===== src/rtl/rs_dec_pkg.sv =====
// Shared constants and types for the RS(544,522) decoder back end.
package rs_dec_pkg;
    localparam int W     = 10;
    localparam int POS_W = 10;
    localparam int N     = 544;
    localparam int T     = 11;
    localparam int DEG_W = 4;
    localparam int CNT_W = 5;

    typedef struct packed {
        logic [POS_W-1:0] pos;
        logic [W-1:0]     y;
    } err_ent_t;

    typedef enum logic {IDLE = 1'b0, COLLECT = 1'b1} apply_st_e;
endpackage


===== src/rtl/rs_err_fifo.sv =====
// Error-entry FIFO; pointers carry an extra wrap bit to tell full from empty.
module rs_err_fifo
    import rs_dec_pkg::*;
#(
    parameter int DEPTH = 16
) (
    input  logic                     clk_i,
    input  logic                     rst_ni,
    input  logic                     clr_i,
    input  logic                     push_i,
    input  logic                     pop_i,
    input  err_ent_t                 din_i,
    output err_ent_t                 head_o,
    output logic                     full_o,
    output logic                     empty_o,
    output logic [$clog2(DEPTH):0]   count_o
);
    localparam int AW = $clog2(DEPTH);

    err_ent_t    mem [DEPTH];
    logic [AW:0] wr_ptr, rd_ptr;
    logic        push_ok, pop_ok;

    assign full_o  = (wr_ptr[AW] != rd_ptr[AW]) && (wr_ptr[AW-1:0] == rd_ptr[AW-1:0]);
    assign empty_o = (wr_ptr == rd_ptr);
    assign count_o = wr_ptr - rd_ptr;
    assign head_o  = mem[rd_ptr[AW-1:0]];
    assign push_ok = push_i && !full_o;
    assign pop_ok  = pop_i && !empty_o;

    always_ff @(posedge clk_i or negedge rst_ni) begin
        if (!rst_ni) begin
            wr_ptr <= '0;
            rd_ptr <= '0;
        end else if (clr_i) begin
            wr_ptr <= '0;
            rd_ptr <= '0;
        end else begin
            if (push_ok) wr_ptr <= wr_ptr + (AW+1)'(1);
            if (pop_ok)  rd_ptr <= rd_ptr + (AW+1)'(1);
        end
    end

    always_ff @(posedge clk_i) begin
        if (push_ok) mem[wr_ptr[AW-1:0]] <= din_i;
    end
endmodule


===== src/rtl/forney_err_apply.sv =====
// Merges the ascending Forney error list into the received stream and flags decode failure.
// Optional FORNEY_ERR_APPLY_STATS_EN adds correction/failure statistics ports.
module forney_err_apply
    import rs_dec_pkg::*;
#(
    parameter int DEPTH = 16
) (
    input  logic             clk_i,
    input  logic             rst_ni,
    input  logic             deg_vld_i,
    output logic             deg_rdy_o,
    input  logic [DEG_W-1:0] deg_i,
    input  logic             s2_vld_i,
    output logic             s2_rdy_o,
    input  logic [POS_W-1:0] pos_i,
    input  logic [W-1:0]     y_i,
    input  logic             den_zero_i,
    input  logic             err_done_i,
    input  logic             sym_vld_i,
    output logic             sym_rdy_o,
    input  logic [W-1:0]     sym_i,
    output logic             out_vld_o,
    input  logic             out_rdy_i,
    output logic [W-1:0]     out_sym_o,
    output logic             out_last_o,
    output logic             out_fail_o
`ifdef FORNEY_ERR_APPLY_STATS_EN
    ,
    output logic [3:0]       corr_cnt_o,
    output logic [15:0]      fail_cnt_o
`endif
);
    localparam int CW = $clog2(DEPTH) + 1;

    apply_st_e        state_q, state_d;
    logic [DEG_W-1:0] deg_q;
    logic [CNT_W-1:0] cnt_q;
    logic             fail_q, done_q, sym_end_q, prev_vld_q;
    logic [POS_W-1:0] prev_pos_q, sym_idx_q;
    logic             out_vld_q, out_last_q, out_fail_q;
    logic [W-1:0]     out_sym_q;

    err_ent_t         head, push_ent;
    logic             fifo_full, fifo_empty;
    logic [CW-1:0]    fifo_cnt;

    logic deg_fire, s2_fire, sym_fire, out_fire, last_out_fire;
    logic ent_ok, push, pop, hit, is_last, can_dec, out_free, left_over, fail_last;

    assign deg_fire      = deg_vld_i && deg_rdy_o;
    assign s2_fire       = s2_vld_i && s2_rdy_o;
    assign sym_fire      = sym_vld_i && sym_rdy_o;
    assign out_fire      = out_vld_q && out_rdy_i;
    assign last_out_fire = out_fire && out_last_q;

    assign ent_ok = (pos_i < POS_W'(N)) && (!prev_vld_q || (pos_i > prev_pos_q))
                 && !den_zero_i && (cnt_q < CNT_W'(deg_q));
    assign push     = s2_fire && ent_ok;
    assign push_ent = '{pos: pos_i, y: y_i};

    assign is_last  = (sym_idx_q == POS_W'(N-1));
    assign hit      = !fifo_empty && (head.pos == sym_idx_q);
    // The last symbol waits for done so the final count check sees the whole list.
    assign can_dec  = !sym_end_q && (is_last ? done_q : (done_q || !fifo_empty));
    assign out_free = !out_vld_q || out_rdy_i;
    assign pop      = sym_fire && hit;

    assign left_over = (fifo_cnt != CW'(pop));
    assign fail_last = fail_q || (cnt_q != CNT_W'(deg_q)) || (deg_q > DEG_W'(T)) || left_over;

    rs_err_fifo #(.DEPTH(DEPTH)) u_fifo (
        .clk_i   (clk_i),
        .rst_ni  (rst_ni),
        .clr_i   (deg_fire),
        .push_i  (push),
        .pop_i   (pop),
        .din_i   (push_ent),
        .head_o  (head),
        .full_o  (fifo_full),
        .empty_o (fifo_empty),
        .count_o (fifo_cnt)
    );

    always_ff @(posedge clk_i or negedge rst_ni) begin
        if (!rst_ni) state_q <= IDLE;
        else         state_q <= state_d;
    end

    always_comb begin
        state_d = state_q;
        case (state_q)
            IDLE:    if (deg_fire) state_d = COLLECT;
            COLLECT: if (last_out_fire) state_d = IDLE;
            default: state_d = IDLE;
        endcase
    end

    always_comb begin
        deg_rdy_o = 1'b0;
        s2_rdy_o  = 1'b0;
        sym_rdy_o = 1'b0;
        case (state_q)
            IDLE:    deg_rdy_o = 1'b1;
            COLLECT: begin
                s2_rdy_o  = !fifo_full && !done_q;
                sym_rdy_o = can_dec && out_free;
            end
            default: ;
        endcase
    end

    always_ff @(posedge clk_i or negedge rst_ni) begin
        if (!rst_ni) begin
            deg_q      <= '0;
            cnt_q      <= '0;
            fail_q     <= 1'b0;
            done_q     <= 1'b0;
            sym_end_q  <= 1'b0;
            sym_idx_q  <= '0;
            prev_pos_q <= '0;
            prev_vld_q <= 1'b0;
        end else if (deg_fire) begin
            deg_q      <= deg_i;
            cnt_q      <= '0;
            fail_q     <= 1'b0;
            done_q     <= err_done_i;
            sym_end_q  <= 1'b0;
            sym_idx_q  <= '0;
            prev_vld_q <= 1'b0;
        end else if (state_q == COLLECT) begin
            if (s2_fire) begin
                if (cnt_q != '1) cnt_q <= cnt_q + CNT_W'(1);
                if (ent_ok) begin
                    prev_pos_q <= pos_i;
                    prev_vld_q <= 1'b1;
                end else begin
                    fail_q <= 1'b1;
                end
            end
            if (err_done_i) done_q <= 1'b1;
            if (sym_fire) begin
                if (is_last) sym_end_q <= 1'b1;
                else         sym_idx_q <= sym_idx_q + POS_W'(1);
            end
        end
    end

    always_ff @(posedge clk_i or negedge rst_ni) begin
        if (!rst_ni) begin
            out_vld_q  <= 1'b0;
            out_sym_q  <= '0;
            out_last_q <= 1'b0;
            out_fail_q <= 1'b0;
        end else if (sym_fire) begin
            out_vld_q  <= 1'b1;
            out_sym_q  <= hit ? (sym_i ^ head.y) : sym_i;
            out_last_q <= is_last;
            out_fail_q <= is_last && fail_last;
        end else if (out_rdy_i) begin
            out_vld_q  <= 1'b0;
        end
    end

    assign out_vld_o  = out_vld_q;
    assign out_sym_o  = out_sym_q;
    assign out_last_o = out_last_q;
    assign out_fail_o = out_fail_q;

`ifdef FORNEY_ERR_APPLY_STATS_EN
    logic [3:0] corr_run_q;

    always_ff @(posedge clk_i or negedge rst_ni) begin
        if (!rst_ni) begin
            corr_run_q <= '0;
            corr_cnt_o <= '0;
            fail_cnt_o <= '0;
        end else begin
            if (deg_fire)                      corr_run_q <= '0;
            else if (pop && corr_run_q != '1)  corr_run_q <= corr_run_q + 4'd1;
            if (last_out_fire) begin
                corr_cnt_o <= corr_run_q;
                if (out_fail_q && fail_cnt_o != '1) fail_cnt_o <= fail_cnt_o + 16'd1;
            end
        end
    end
`endif
endmodule


===== config.mk =====
export PLATFORM = sky130hd
export DESIGN_NAME = forney_err_apply
export DESIGN_NICKNAME = d
export VERILOG_FILES = /design/src/rtl/rs_dec_pkg.sv /design/src/rtl/rs_err_fifo.sv /design/src/rtl/forney_err_apply.sv
export SDC_FILE = /design/constraint.sdc
export NUM_CORES = 1
export LEC_CHECK = 0
export CAP_MARGIN = 20
export CELL_PAD_IN_SITES_DETAIL_PLACEMENT = 1
export CELL_PAD_IN_SITES_GLOBAL_PLACEMENT = 2
export CORE_MARGIN = 2
export CORE_UTILIZATION = 40
export DETAILED_ROUTE_END_ITERATION = 8
export PLACE_DENSITY = 0.79
export SYNTH_ARGS = -nofsm -noshare
export SYNTH_HDL_FRONTEND = slang
export SYNTH_SLANG_ARGS = --single-unit

===== constraint.sdc =====
create_clock -name clk_i -period 4.7 [get_ports clk_i]
set_clock_uncertainty 0.15 [all_clocks]
set_input_delay 1.41 -clock clk_i [delete_from_list [all_inputs] [get_ports clk_i]]
set_output_delay 1.41 -clock clk_i [all_outputs]
set_load 0.01 [all_outputs]

==> impl_results.md, run 1 <==
* Status: finished clean
* Initial Utilization at 40.6%
* Crit path max-delay family: buffers and inverters
* Antenna viol nets, final at 0
* Avg Vias per Cell at 5.43
* Full die area at 41000 um2
* TritonCTS Buffers at 39
* Mapped Area at 15700 um2
* CP peak stage delay at 0.52 ns
* Total track usage at 18.7%
* WL final at 37200 um
* Root buffer cell: clkbuf_16
* Reg2Reg Setup Slack at 0.88 ns
* R2R cell count at 10
* Area of the multi-input gates at 4460 um2
* Synth area leaders: edfxtp_1 (61%), mux4_2 (13%), dfrtp_1 (9.1%)
* GP Congestion at 0.808
* Syn Inst Count at 853
* Nets at 1028
* Setup TNS at 0 ns
* Layout cells sized above 1 at 22.8%
* Metal1 wirelength at 16300 um
* Design area at 18600 um2
* Clock Tree Buf Depth at 3
* Placed Area at 17400 um2
* Cell taking the most area after synthesis: edfxtp_1
* First-pass GRT wire length at 57100 um
* CTS Sinks at 377
* Initial antenna violation count at 2
* Async SR Flop Fraction at 15.1%
* Total setup buffers inserted after CTS at 0
* DR iter-0 viols at 694
* Maximum VDD drop at 0.000205 V
* Synth cell types at 54
* CP Capture Type: output pin
* Crit-path max FO at 2
* Reg-to-reg endpoint: u_fifo.rd_ptr[3]
* Highest routed layer: met5
* Most frequent cell after synthesis: edfxtp_1
* Latest clock arrival within the worst-skew pair at 0.53 ns
* Cts hold-fix bufs at 0
* Metal3 WL at 2070 um
* Vias in the first global route at 8856
* Worst-path clk slew at 0.05 ns
* Worst flop-to-flop path startpoint: u_fifo.rd_ptr[0]
* Remaining DRCs at 0
* Primary FF master, synth: edfxtp_1
* Worst min path class: reg2reg
* Cell mode on critical path: clkdlybuf4s50_1
* Final Hold Fails at 0
* Synthesized Nets at 922
* Worst Hold Launch: out_sym_o[9]
* CTS H-tree lvls at 2
* Slew Viols, Final at 0
* CP max stage cell: clkdlybuf4s50_1
* YS warnings at 0
* DRT Pass-1 Iters at 5
* Metal2 WL at 18100 um
* Power Density at 392 nW/um2
* Drt wl/cell at 24.6 um
* Fmax at 223 MHz
* Setup Crit Path Kind: in2out
* # IOs at 58
* CP arrival at 2.92 ns
* CTS tree: yes
* Tcrit/Tclk final at 95.4%
* Die width at 202 um
* Least-Margin Pin Slew at 0.793 ns
* Post-CTS resize count at 0
* Number of synthesized flops with an enable pin at 320
* Buf/Inv on CP at 2
* Max-cap violations at 0
* Sequential share of the synthesized area at 70.1%
* FF+latch area at 11000 um2
* Count of input and output buffers at 57
* Util after Layout at 48.1%
* Via count at 8192
* Area Overhead vs Synth at 18.3%
* LEAKAGE at 0.00627 uW
* RSZ-0062 raised after global routing: no
* Core Area at 38700 um2
* Syn Area/Cell at 18.5 um2
* Final Setup Violations at 0
* Row cnt at 72
* Post-synth top area share at 61.0%
* Most instantiated cells after synthesis: edfxtp_1 (320), mux4_2 (94), dfrtp_1 (57)
* Worst path required time at 3.14 ns
* Global route overflow at 0
* Cells on Worst Hold Path at 2
* Min Clock Period, post-route at 4.48 ns
* CP startpoint kind: input pin
* Largest net degree at the start of global routing at 59
* Critical Path, Cell by Cell: clkdlybuf4s50_1 -> nand2b_1 -> nor3b_1 -> and2_1 -> clkdlybuf4s50_1
* Filler cell count at 3616
* Worst Hold Path EP: out_sym_o[9]
* Die Ht at 202 um
* Synth Register Bits at 377
* Slew Limit Headroom at 47.1%
* Dpl hpwl at 24400 um
-- cell usage in the layout (no fill, tap or decap), types with 4 or more instances in the layout --
cell             synthesis  final
mux4_2                  94     94
a21o_1                   7      7
xor2_1                  15     15
and4_1                   4      4
inv_1                   23     23
mux2i_1                 27     27
bufinv_16                0      4
nor2b_1                  5      4
a21oi_1                  7      7
nor3_4                   0      4
nand2_1                 49     49
xnor2_1                 28     28
nand3_1                 11     11
nor2_2                   0      4
buf_4                    5     32
clkinv_1                 1     10
o21ai_1                  9      9
clkinv_2                 0      5
nor4b_2                  9      9
edfxtp_1               320    320
o21ai_0                 19     19
clkbuf_1                16      7
ha_1                    26     26
clkdlybuf4s50_1          0     56
and3_1                  13     13
dfrtp_1                 57     54
buf_12                   0     16
clkbuf_16                0     39
nor2_1                  34     30
nor3_1                  10      6
nand4_1                  7      7
-- power by group --
group,leakage (uW),internal [uW],switching (uW)
clock network,0.000606,1760,1270
registers,0.00357,3690,69.4
logic,0.00209,234,290
-- how the worst max path moves through the flow --
stage | start | to | slack (ns) | cells past startpoint
floorplan | pos_i[7] | u_fifo.mem[14][0] | 0.14 | 9
global placement | pos_i[7] | u_fifo.mem[3][4] | 0.14 | 12
detailed placement | pos_i[7] | u_fifo.mem[3][1] | 0.1 | 12
CTS | u_fifo.wr_ptr[3] | sym_rdy_o | 0.19 | 6
global route | u_fifo.wr_ptr[3] | sym_rdy_o | 0.06 | 6
finish | out_rdy_i | sym_rdy_o | 0.22 | 5
-- routing by layer --
| layer | vias up | GRT usage (%) |
|---|---|---|
| met1 | 4335 | 25.8 |
| li1 | 3607 | - |
| met5 | - | 0 |
| met3 | 40 | 3.82 |
| met2 | 208 | 30.6 |
| met4 | 2 | 4.64 |
-- tightest hold or removal path, delay by kind of cell (launching register included) --
family           cells  cell delay [ns]
AO/OA/AOI/OAI        1             0.06
AND/OR/NAND/NOR      1             0.05
flip-flops           1             0.34
-- logic make-up (layout without fill, tap and decap cells) --
kind of cell | count (synthesis) | in the layout | synth area share [%]
buf+inv | 65 | 201 | 1.97
flops | 377 | 377 | 70.1
fa+ha+maj | 27 | 27 | 2.19
mux | 122 | 122 | 15.2
compound gates | 61 | 61 | 2.65
xor+xnor | 43 | 43 | 2.39
simple gates | 158 | 158 | 5.46
other cells | 0 | 1 | 0
-- layout make-up --
type / instances / share of cell area [%]
Antenna cell: 1 / 0.0134
Clock buffer: 46 / 5.38
Clock inverter: 25 / 1.34
Inverter: 25 / 0.504
Multi-Input combinational cell: 411 / 24.0
Sequential cell: 377 / 59.3
Tap cell: 518 / 3.48
Timing Repair Buffer: 105 / 6.05
-- state kept, by name, summed over array words and instances (netlist names), 4 cells and up --
register and cells:
u_fifo.mem 320, out_sym_o 10, prev_pos_q 10, sym_idx_q 10
cnt_q 5, u_fifo.rd_ptr 5, u_fifo.wr_ptr 5, deg_q 4
-- metrics by stage --
step	std cells	total power (uW)	setup WS (ns)	hold WS (ns)
final	1508	7310	0.217	0.334
after global routing	1507	7540	0.0571	0.379
after CTS	1507	7370	0.192	0.341
after detailed placement	1436	4360	0.0953	0.328
after global placement	1436	4340	0.140	0.317
after floorplan	853	4100	0.141	0.297
No activity file was read; power rests on OpenSTA's default activity.
==> inputs of run 2 (changes only) <==
MAX_ROUTING_LAYER = met4   (was not set)
TNS_END_PERCENT = 100   (was not set)
==> run 2 against run 1 <==
Net effect:
- power is essentially flat
- fmax is essentially flat
- first-iteration DRC count decreased by 9.9%
- highest routed layer is now met4
==> impl_results.md, run 2 (synthesis results as in run 1) <==
* Full die area at 41000 um2 (unchanged)
* Worst path required time at 3.14 ns (about the same)
* Layout cells sized above 1 at 22.8% (unchanged)
* Latest clock arrival within the worst-skew pair at 0.53 ns (about the same)
* Initial antenna violation count at 2 (unchanged)
* Post-CTS resize count at 0 (unchanged)
* DRT Pass-1 Iters at 5 (unchanged)
* Fmax at 223 MHz (about the same)
* Most frequent cells in the layout: edfxtp_1 (320), mux4_2 (94), clkdlybuf4s50_1 (56) (unchanged)
* Cts hold-fix bufs at 0 (unchanged)
* Least-Margin Pin Slew at 0.793 ns (about the same)
* Nets at 1028 (unchanged)
* Filler cell count at 3619 (was 3616)
* Placed Area at 17400 um2 (unchanged)
* Reg2Reg Setup Slack at 0.87 ns (was 0.88 ns)
* Vias in the first global route at 8850 (was 8856)
* Remaining DRCs at 0 (unchanged)
* TritonCTS Buffers at 39 (unchanged)
* CP startpoint kind: input pin (unchanged)
* Setup Crit Path Kind: in2out (unchanged)
* Slew Limit Headroom at 47.1% (about the same)
* Total track usage at 19.3% (was 18.7%)
* Power Density at 392 nW/um2 (about the same)
* Min Clock Period, post-route at 4.49 ns (was 4.48 ns)
* Largest net degree at the start of global routing at 59 (unchanged)
* RSZ-0062 raised after global routing: no (unchanged)
* Maximum VDD drop at 0.000204 V (was 0.000205 V)
* Dpl hpwl at 24400 um (unchanged)
* Avg Vias per Cell at 5.37 (was 5.43)
* Crit-path max FO at 2 (unchanged)
* Non-filler instance count after layout at 1509 (was 1508)
* R2R cell count at 10 (unchanged)
* CP Capture Type: output pin (unchanged)
* Die width at 202 um (unchanged)
* # IOs at 58 (unchanged)
* CTS H-tree lvls at 2 (unchanged)
* Initial Utilization at 40.6% (unchanged)
* Worst flop-to-flop path startpoint: u_fifo.rd_ptr[0] (unchanged)
* Area Overhead vs Synth at 18.3% (about the same)
* WL final at 37100 um (was 37200 um)
* CP arrival at 2.93 ns (was 2.92 ns)
* Reg-to-reg endpoint: u_fifo.rd_ptr[3] (unchanged)
* Worst min path class: reg2reg (unchanged)
* Slew Viols, Final at 0 (unchanged)
* Root buffer cell: clkbuf_16 (unchanged)
* Final Hold Fails at 0 (unchanged)
* Antenna viol nets, final at 0 (unchanged)
* Global route overflow at 0 (unchanged)
* Commonest non-fill, non-tap cell in the layout: edfxtp_1 (unchanged)
* Max reg flops at 320 (unchanged)
* Core Area at 38700 um2 (unchanged)
* Final Setup Violations at 0 (unchanged)
* Clock Tree Buf Depth at 3 (unchanged)
* Total setup buffers inserted after CTS at 0 (unchanged)
* Dpl cells at 1436 (unchanged)
* GP Congestion at 0.821 (was 0.808)
* CTS Sinks at 377 (unchanged)
* Hold Slack at 0.335 ns (was 0.334 ns)
* CTS tree: yes (unchanged)
* DR iter-0 viols at 625 (was 694)
* Util after Layout at 48.1% (about the same)
* Setup crit end: sym_rdy_o (unchanged)
* Status: finished clean (unchanged)
* Tcrit/Tclk final at 95.4% (about the same)
* Design area at 18600 um2 (about the same)
* Row cnt at 72 (unchanged)
* LEAKAGE at 0.00627 uW (about the same)
* Worst-path clk slew at 0.05 ns (about the same)
* Count of input and output buffers at 57 (unchanged)
* Die Ht at 202 um (unchanged)
* Max-cap violations at 0 (unchanged)
* First-pass GRT wire length at 57100 um (unchanged)
* Worst Hold Launch: out_sym_o[9] (unchanged)
* Drt wl/cell at 24.6 um (about the same)
* Setup TNS at 0 ns (unchanged)
* Via count at 8109 (was 8192)
* Worst setup path start: out_rdy_i (unchanged)
## run 2: layout make-up
| type | instances | area (um2) | area share [%] |
|---|---|---|---|
| sequential | 377 | 11000 | 59.3 |
| multi-input combinational | 411 | 4460 | 24.0 |
| timing repair buffer | 105 | 1130 | 6.04 |
| clock buffer | 46 | 1000 | 5.38 |
| tap | 518 | 648 | 3.48 |
| clock inverter | 25 | 249 | 1.34 |
| inverter | 25 | 93.8 | 0.504 |
| antenna | 2 | 5.00 | 0.0269 |
## run 2: how the worst min path moves through the flow
| stage | to | depth (start not counted) |
|---|---|---|
| 5_1_grt | out_sym_o[3] | 2 |
| 3_5_place_dp | out_sym_o[9] | 2 |
| 6_report | out_sym_o[9] | 2 |
| 3_3_place_gp | sym_end_q | 2 |
| 4_1_cts | out_sym_o[9] | 2 |
| 2_1_floorplan | sym_end_q | 2 |
## run 2: layer usage
layer | GRT usage [%] | part of all wire [%]
met5 | - | 0
met4 | 4.64 | 1.9
met3 | 3.76 | 6.1
met2 | 30.5 | 48
met1 | 25.8 | 44
## run 2: stage by stage
stage                     setup slack [ns]  power (uW)
after global placement               0.140        4340
after floorplan                      0.141        4100
after global routing                0.0571        7540
final                                0.214        7310
after CTS                            0.192        7370
after detailed placement            0.0953        4360
## run 2: where the power goes
| part | switching (uW) | leakage [uW] | internal [uW] |
|---|---|---|---|
| Sequential | 70.6 | 0.00357 | 3690 |
| Clock | 1270 | 0.000606 | 1760 |
| Combinational | 290 | 0.00209 | 234 |
| Total | 1630 | 0.00627 | 5680 |
## run 2: critical path, cell delays in order
cell and delay, ns:
clkdlybuf4s50_1 0.48, nand2b_1 0.12, nor3b_1 0.23, and2_1 0.16, clkdlybuf4s50_1 0.52
